==> src/rtl/maxnet_wta_engine.sv <==
// MaxNet winner-take-all engine: latches N unsigned inputs, iterates mutual
// inhibition one update per cycle, and reports the surviving channel.
module maxnet_wta_engine #(
  parameter int N         = 4,
  parameter int W         = 5,
  parameter int EPS_SHIFT = 2,
  parameter int MAX_ITER  = 16,
  localparam int IW = $clog2(N),
  localparam int CW = $clog2(MAX_ITER + 1),
  localparam int SW = W + $clog2(N),
  localparam int NW = $clog2(N + 1)
) (
  input  logic            clk,
  input  logic            rst,
  input  logic            start,
  input  logic [N*W-1:0]  x_in,
  input  logic            out_ready,
  output logic            busy,
  output logic            out_valid,
  output logic [W-1:0]    result,
  output logic [IW-1:0]   winner_idx,
  output logic [CW-1:0]   iter_count,
  output logic            tie,
  output logic            timeout
);

  typedef enum logic [1:0] {IDLE, ITER, DONE} state_t;

  state_t state, state_next;

  logic [W-1:0]  x_reg  [N];
  logic [W-1:0]  a_reg  [N];
  logic [W-1:0]  a_next [N];
  logic [SW-1:0] inh    [N];
  logic [SW-1:0] sum;
  logic [NW-1:0] nz_count;
  logic [IW-1:0] nz_idx;
  logic [IW-1:0] max_idx;
  logic [W-1:0]  max_val;
  logic          all_collapse;
  logic          go_done;
  logic          set_tie;
  logic          set_timeout;
  logic [IW-1:0] win;

  // One full inhibition step plus the winner-selection summaries of the current A.
  always_comb begin
    sum          = '0;
    nz_count     = '0;
    nz_idx       = '0;
    max_idx      = '0;
    max_val      = a_reg[0];
    all_collapse = 1'b1;
    for (int i = 0; i < N; i++) begin
      sum = sum + SW'(a_reg[i]);
    end
    for (int i = 0; i < N; i++) begin
      inh[i]    = (sum - SW'(a_reg[i])) >> EPS_SHIFT;
      a_next[i] = (SW'(a_reg[i]) > inh[i]) ? a_reg[i] - inh[i][W-1:0] : '0;
      if (a_next[i] != '0) all_collapse = 1'b0;
      if (a_reg[i] != '0) begin
        nz_count = nz_count + NW'(1);
        nz_idx   = IW'(i);
      end
      if (a_reg[i] > max_val) begin
        max_val = a_reg[i];
        max_idx = IW'(i);
      end
    end
  end

  always_comb begin
    state_next  = state;
    go_done     = 1'b0;
    win         = '0;
    set_tie     = 1'b0;
    set_timeout = 1'b0;
    case (state)
      IDLE: if (start) state_next = ITER;
      ITER: begin
        go_done    = 1'b1;
        state_next = DONE;
        if (nz_count == NW'(1)) begin
          win = nz_idx;
        end else if (nz_count == '0) begin
          set_tie = 1'b1;
        end else if (all_collapse) begin
          win     = max_idx;
          set_tie = 1'b1;
        end else if (iter_count == CW'(MAX_ITER)) begin
          win         = max_idx;
          set_timeout = 1'b1;
        end else begin
          go_done    = 1'b0;
          state_next = ITER;
        end
      end
      DONE: if (out_ready) state_next = IDLE;
      default: state_next = IDLE;
    endcase
  end

  always_ff @(posedge clk or negedge rst) begin
    if (!rst) state <= IDLE;
    else      state <= state_next;
  end

  // Result fields are only rewritten on a new start or when a winner is decided.
  always_ff @(posedge clk or negedge rst) begin
    if (!rst) begin
      for (int i = 0; i < N; i++) begin
        x_reg[i] <= '0;
        a_reg[i] <= '0;
      end
      result     <= '0;
      winner_idx <= '0;
      iter_count <= '0;
      tie        <= 1'b0;
      timeout    <= 1'b0;
    end else begin
      case (state)
        IDLE: begin
          if (start) begin
            for (int i = 0; i < N; i++) begin
              x_reg[i] <= x_in[i*W +: W];
              a_reg[i] <= x_in[i*W +: W];
            end
            iter_count <= '0;
            tie        <= 1'b0;
            timeout    <= 1'b0;
          end
        end
        ITER: begin
          if (go_done) begin
            result     <= x_reg[win];
            winner_idx <= win;
            tie        <= set_tie;
            timeout    <= set_timeout;
          end else begin
            for (int i = 0; i < N; i++) a_reg[i] <= a_next[i];
            iter_count <= iter_count + CW'(1);
          end
        end
        default: ;
      endcase
    end
  end

  assign busy      = (state != IDLE);
  assign out_valid = (state == DONE);

endmodule

==> config.mk <==
export PLATFORM = sky130hd
export DESIGN_NAME = maxnet_wta_engine
export DESIGN_NICKNAME = d
export VERILOG_FILES = /design/src/rtl/maxnet_wta_engine.sv
export SDC_FILE = /design/constraint.sdc
export NUM_CORES = 1
export LEC_CHECK = 0
export ABC_AREA = 1
export CAP_MARGIN = 20
export CORE_MARGIN = 2
export CORE_UTILIZATION = 50
export CTS_BUF_LIST = sky130_fd_sc_hd__clkbuf_8
export DETAILED_ROUTE_END_ITERATION = 12
export PLACE_DENSITY = 0.7
export RECOVER_POWER = 50
export SETUP_SLACK_MARGIN = 0.15
export SYNTH_ARGS = -nofsm -noshare
export SYNTH_HDL_FRONTEND = slang
export SYNTH_SLANG_ARGS = --single-unit
==> constraint.sdc <==
create_clock -name clk -period 12.6 [get_ports clk]
set_input_delay 1.89 -clock clk [delete_from_list [all_inputs] [get_ports clk]]
set_output_delay 1.89 -clock clk [all_outputs]
set_load 0.03 [all_outputs]
==> metrics <==
Setup Viol. Count Final=0; Layout area overhead=10.7%; # DRC=0; Clk Latency, worst-skew pair=0.33 ns; Die W=107 um; top-area cell type share of the netlist area=26.4%; Sinks on Clock Net=56; Fin Clk Skew=0.00691 ns; CP startpoint kind=flip-flop; vias per cell=5.44; Syn Std Cell Area=5310 um^2; largest net degree at the start of global routing=57; Cells after Synth=720; crit path kind=reg -> reg; Post-synth EDFFs=0; vias in the first global route=4662; main flop type after synthesis=dfrtp_1; post-route ant nets=0; slowest stage delay, CP=0.52 ns; Max Freq=149 MHz; outcome=complete, but fails checks; Clock Path Buffers=2; share of cells above drive strength 1=4.92%; port bufs=39; cell row count=37; list of most frequent post-synthesis cells=nand2_1 (185), inv_1 (115), ha_1 (63), dfrtp_1 (56), o21ai_0 (56); final hold violation count=0; Req. time, crit path=12.83 ns; dominant cell type by area after synthesis=dfrtp_1; final period utilization=53.2%; htree depth=2; final-stage net count=852; Core Footprint=10300 um^2; Syn Area/Cell=7.38 um^2; area of the multi-input gates=3370 um^2; number of distinct library cells after synthesis=41; post-CTS setup buffer count=0; first-pass GRT wire length=23100 um; Synth Net Count=821; Synth warnings=0; Hold Path Class=reg -> reg; TritonCTS Buffers=5; CP most frequent cell=nand2_1; Slew Limit Fails=57; Seq/Total Area, Yosys=26.4%; via count=4833; clk root buf=clkbuf_8; Final min period=6.70 ns; failing checks=max-capacitance violations, max-slew violations; DR WL/cell=16.0 um; CTS tree=yes; post-DP HPWL=11200 um; most frequent cell after synthesis=nand2_1; ant diodes=0; CTS resizes=0; GR Overflow Total=0; RSZ-0062 raised after global routing=no; Top Ports=40; Final Wtd Congestion=0.968; Slew @ Worst Pin=3.11 ns; register area=1400 um^2; crit-path max FO=49; Seq cells post-synth=56; Die Ht=107 um; Async S/R FF share, synth=100%; Slowest cell on crit path=fa_1; Slew headroom=-107%; setup TNS=0 ns; DIE AREA=11500 um^2; Worst Path Arrival=6.93 ns; 1st-pass router iterations=5; fillcell total=972; Worst-path clk slew=0.11 ns; Routed WL=14200 um; GRT Total Usage=25.5%; Initial Util=51.4%; initial DRC count=320; # Max-Cap Violations=1; synth top area cells=dfrtp_1 (26%), ha_1 (15%), nand2_1 (13%); CP Capture Type=flip-flop; initial antenna violation count=0; Post-CTS Hold Fix Bufs=0
metal layers:
layer / global-route usage [%] / wire [um]
met5: 0 / 0
met4: 7.79 / 346
met3: 2.67 / 1010
met2: 40.0 / 6390
met1: 37.1 / 6440
critical path: cells and delay by family, from the launching register on:
kind                       cells  cell delay [ns]
adders and majority gates      6             2.35
DFF                            1             0.48
AOI/OAI and AO/OA              1             0.25
and+or+nand+nor               15             1.91
xor gates and xnor gates       2             0.79
buffers and inverters          4             0.28
muxes                          1             0.50
path summary, 6_finish.rpt:
check | from | to | slack (ns) | cells past startpoint
worst min register to register | result[0]$_DFFE_PN0P_ | result[0]$_DFFE_PN0P_ | 0.48 | 2
worst min-delay path | result[0]$_DFFE_PN0P_ | result[0]$_DFFE_PN0P_ | 0.48 | 2
worst max register to register | a_reg[6]$_DFFE_PN0P_ | iter_count[4]$_DFFE_PN0P_ | 5.90 | 29
worst max-delay path | a_reg[6]$_DFFE_PN0P_ | iter_count[4]$_DFFE_PN0P_ | 5.90 | 29
min in group asynchronous | rst | winner_idx[1]$_DFFE_PN0P_ | 2.67 | 2
max in group asynchronous | rst | x_reg[8]$_DFFE_PN0P_ | 8.20 | 2
placed cells by master, fill, tap and decap left out, types with 18 or more instances in the layout:
master           Yosys  final
ha_1                63     63
inv_1              115    115
nand2_1            185    185
o21ai_0             56     56
clkdlybuf4s50_1      0     33
dfrtp_1             56     56
nor2_1              25     25
a21oi_1             25     25
nand3_1             50     50
o211ai_1            18     18
cell families after synthesis:
family | after synthesis | synth area share [%]
AOI/OAI and AO/OA | 123 | 13.5
xor gates and xnor gates | 28 | 4.62
adders and majority gates | 77 | 20.1
buffers and inverters | 137 | 10.3
DFF | 56 | 26.4
muxes | 2 | 0.471
and+or+nand+nor | 297 | 24.6
final cells by class:
class                      instances  share of cell area (%)
timing repair buffer              41                    6.75
multi-input combinational        527                    57.3
clock inverter                     3                   0.383
sequential                        56                    23.8
inverter                         120                    7.66
tap                              136                    2.89
clock buffer                       5                    1.17
metrics by stage:
stage | setup slack [ns] | util, % | hold slack (ns) | area, um^2 | std cells
2_1_floorplan | 7.39 | - | 0.453 | 5310 | 720
3_3_place_gp | 6.21 | 56.1 | 0.460 | 5790 | 880
3_5_place_dp | 6.05 | 56.1 | 0.465 | 5790 | 880
4_1_cts | 6.00 | 57.0 | 0.493 | 5880 | 888
5_1_grt | 5.62 | 56.9 | 0.525 | 5880 | 888
6_report | 5.90 | 56.9 | 0.484 | 5880 | 888
Power is left out: the tool's default activity adds up to more than one toggle a clock period on the data nets, which glitch-free logic cannot reach.
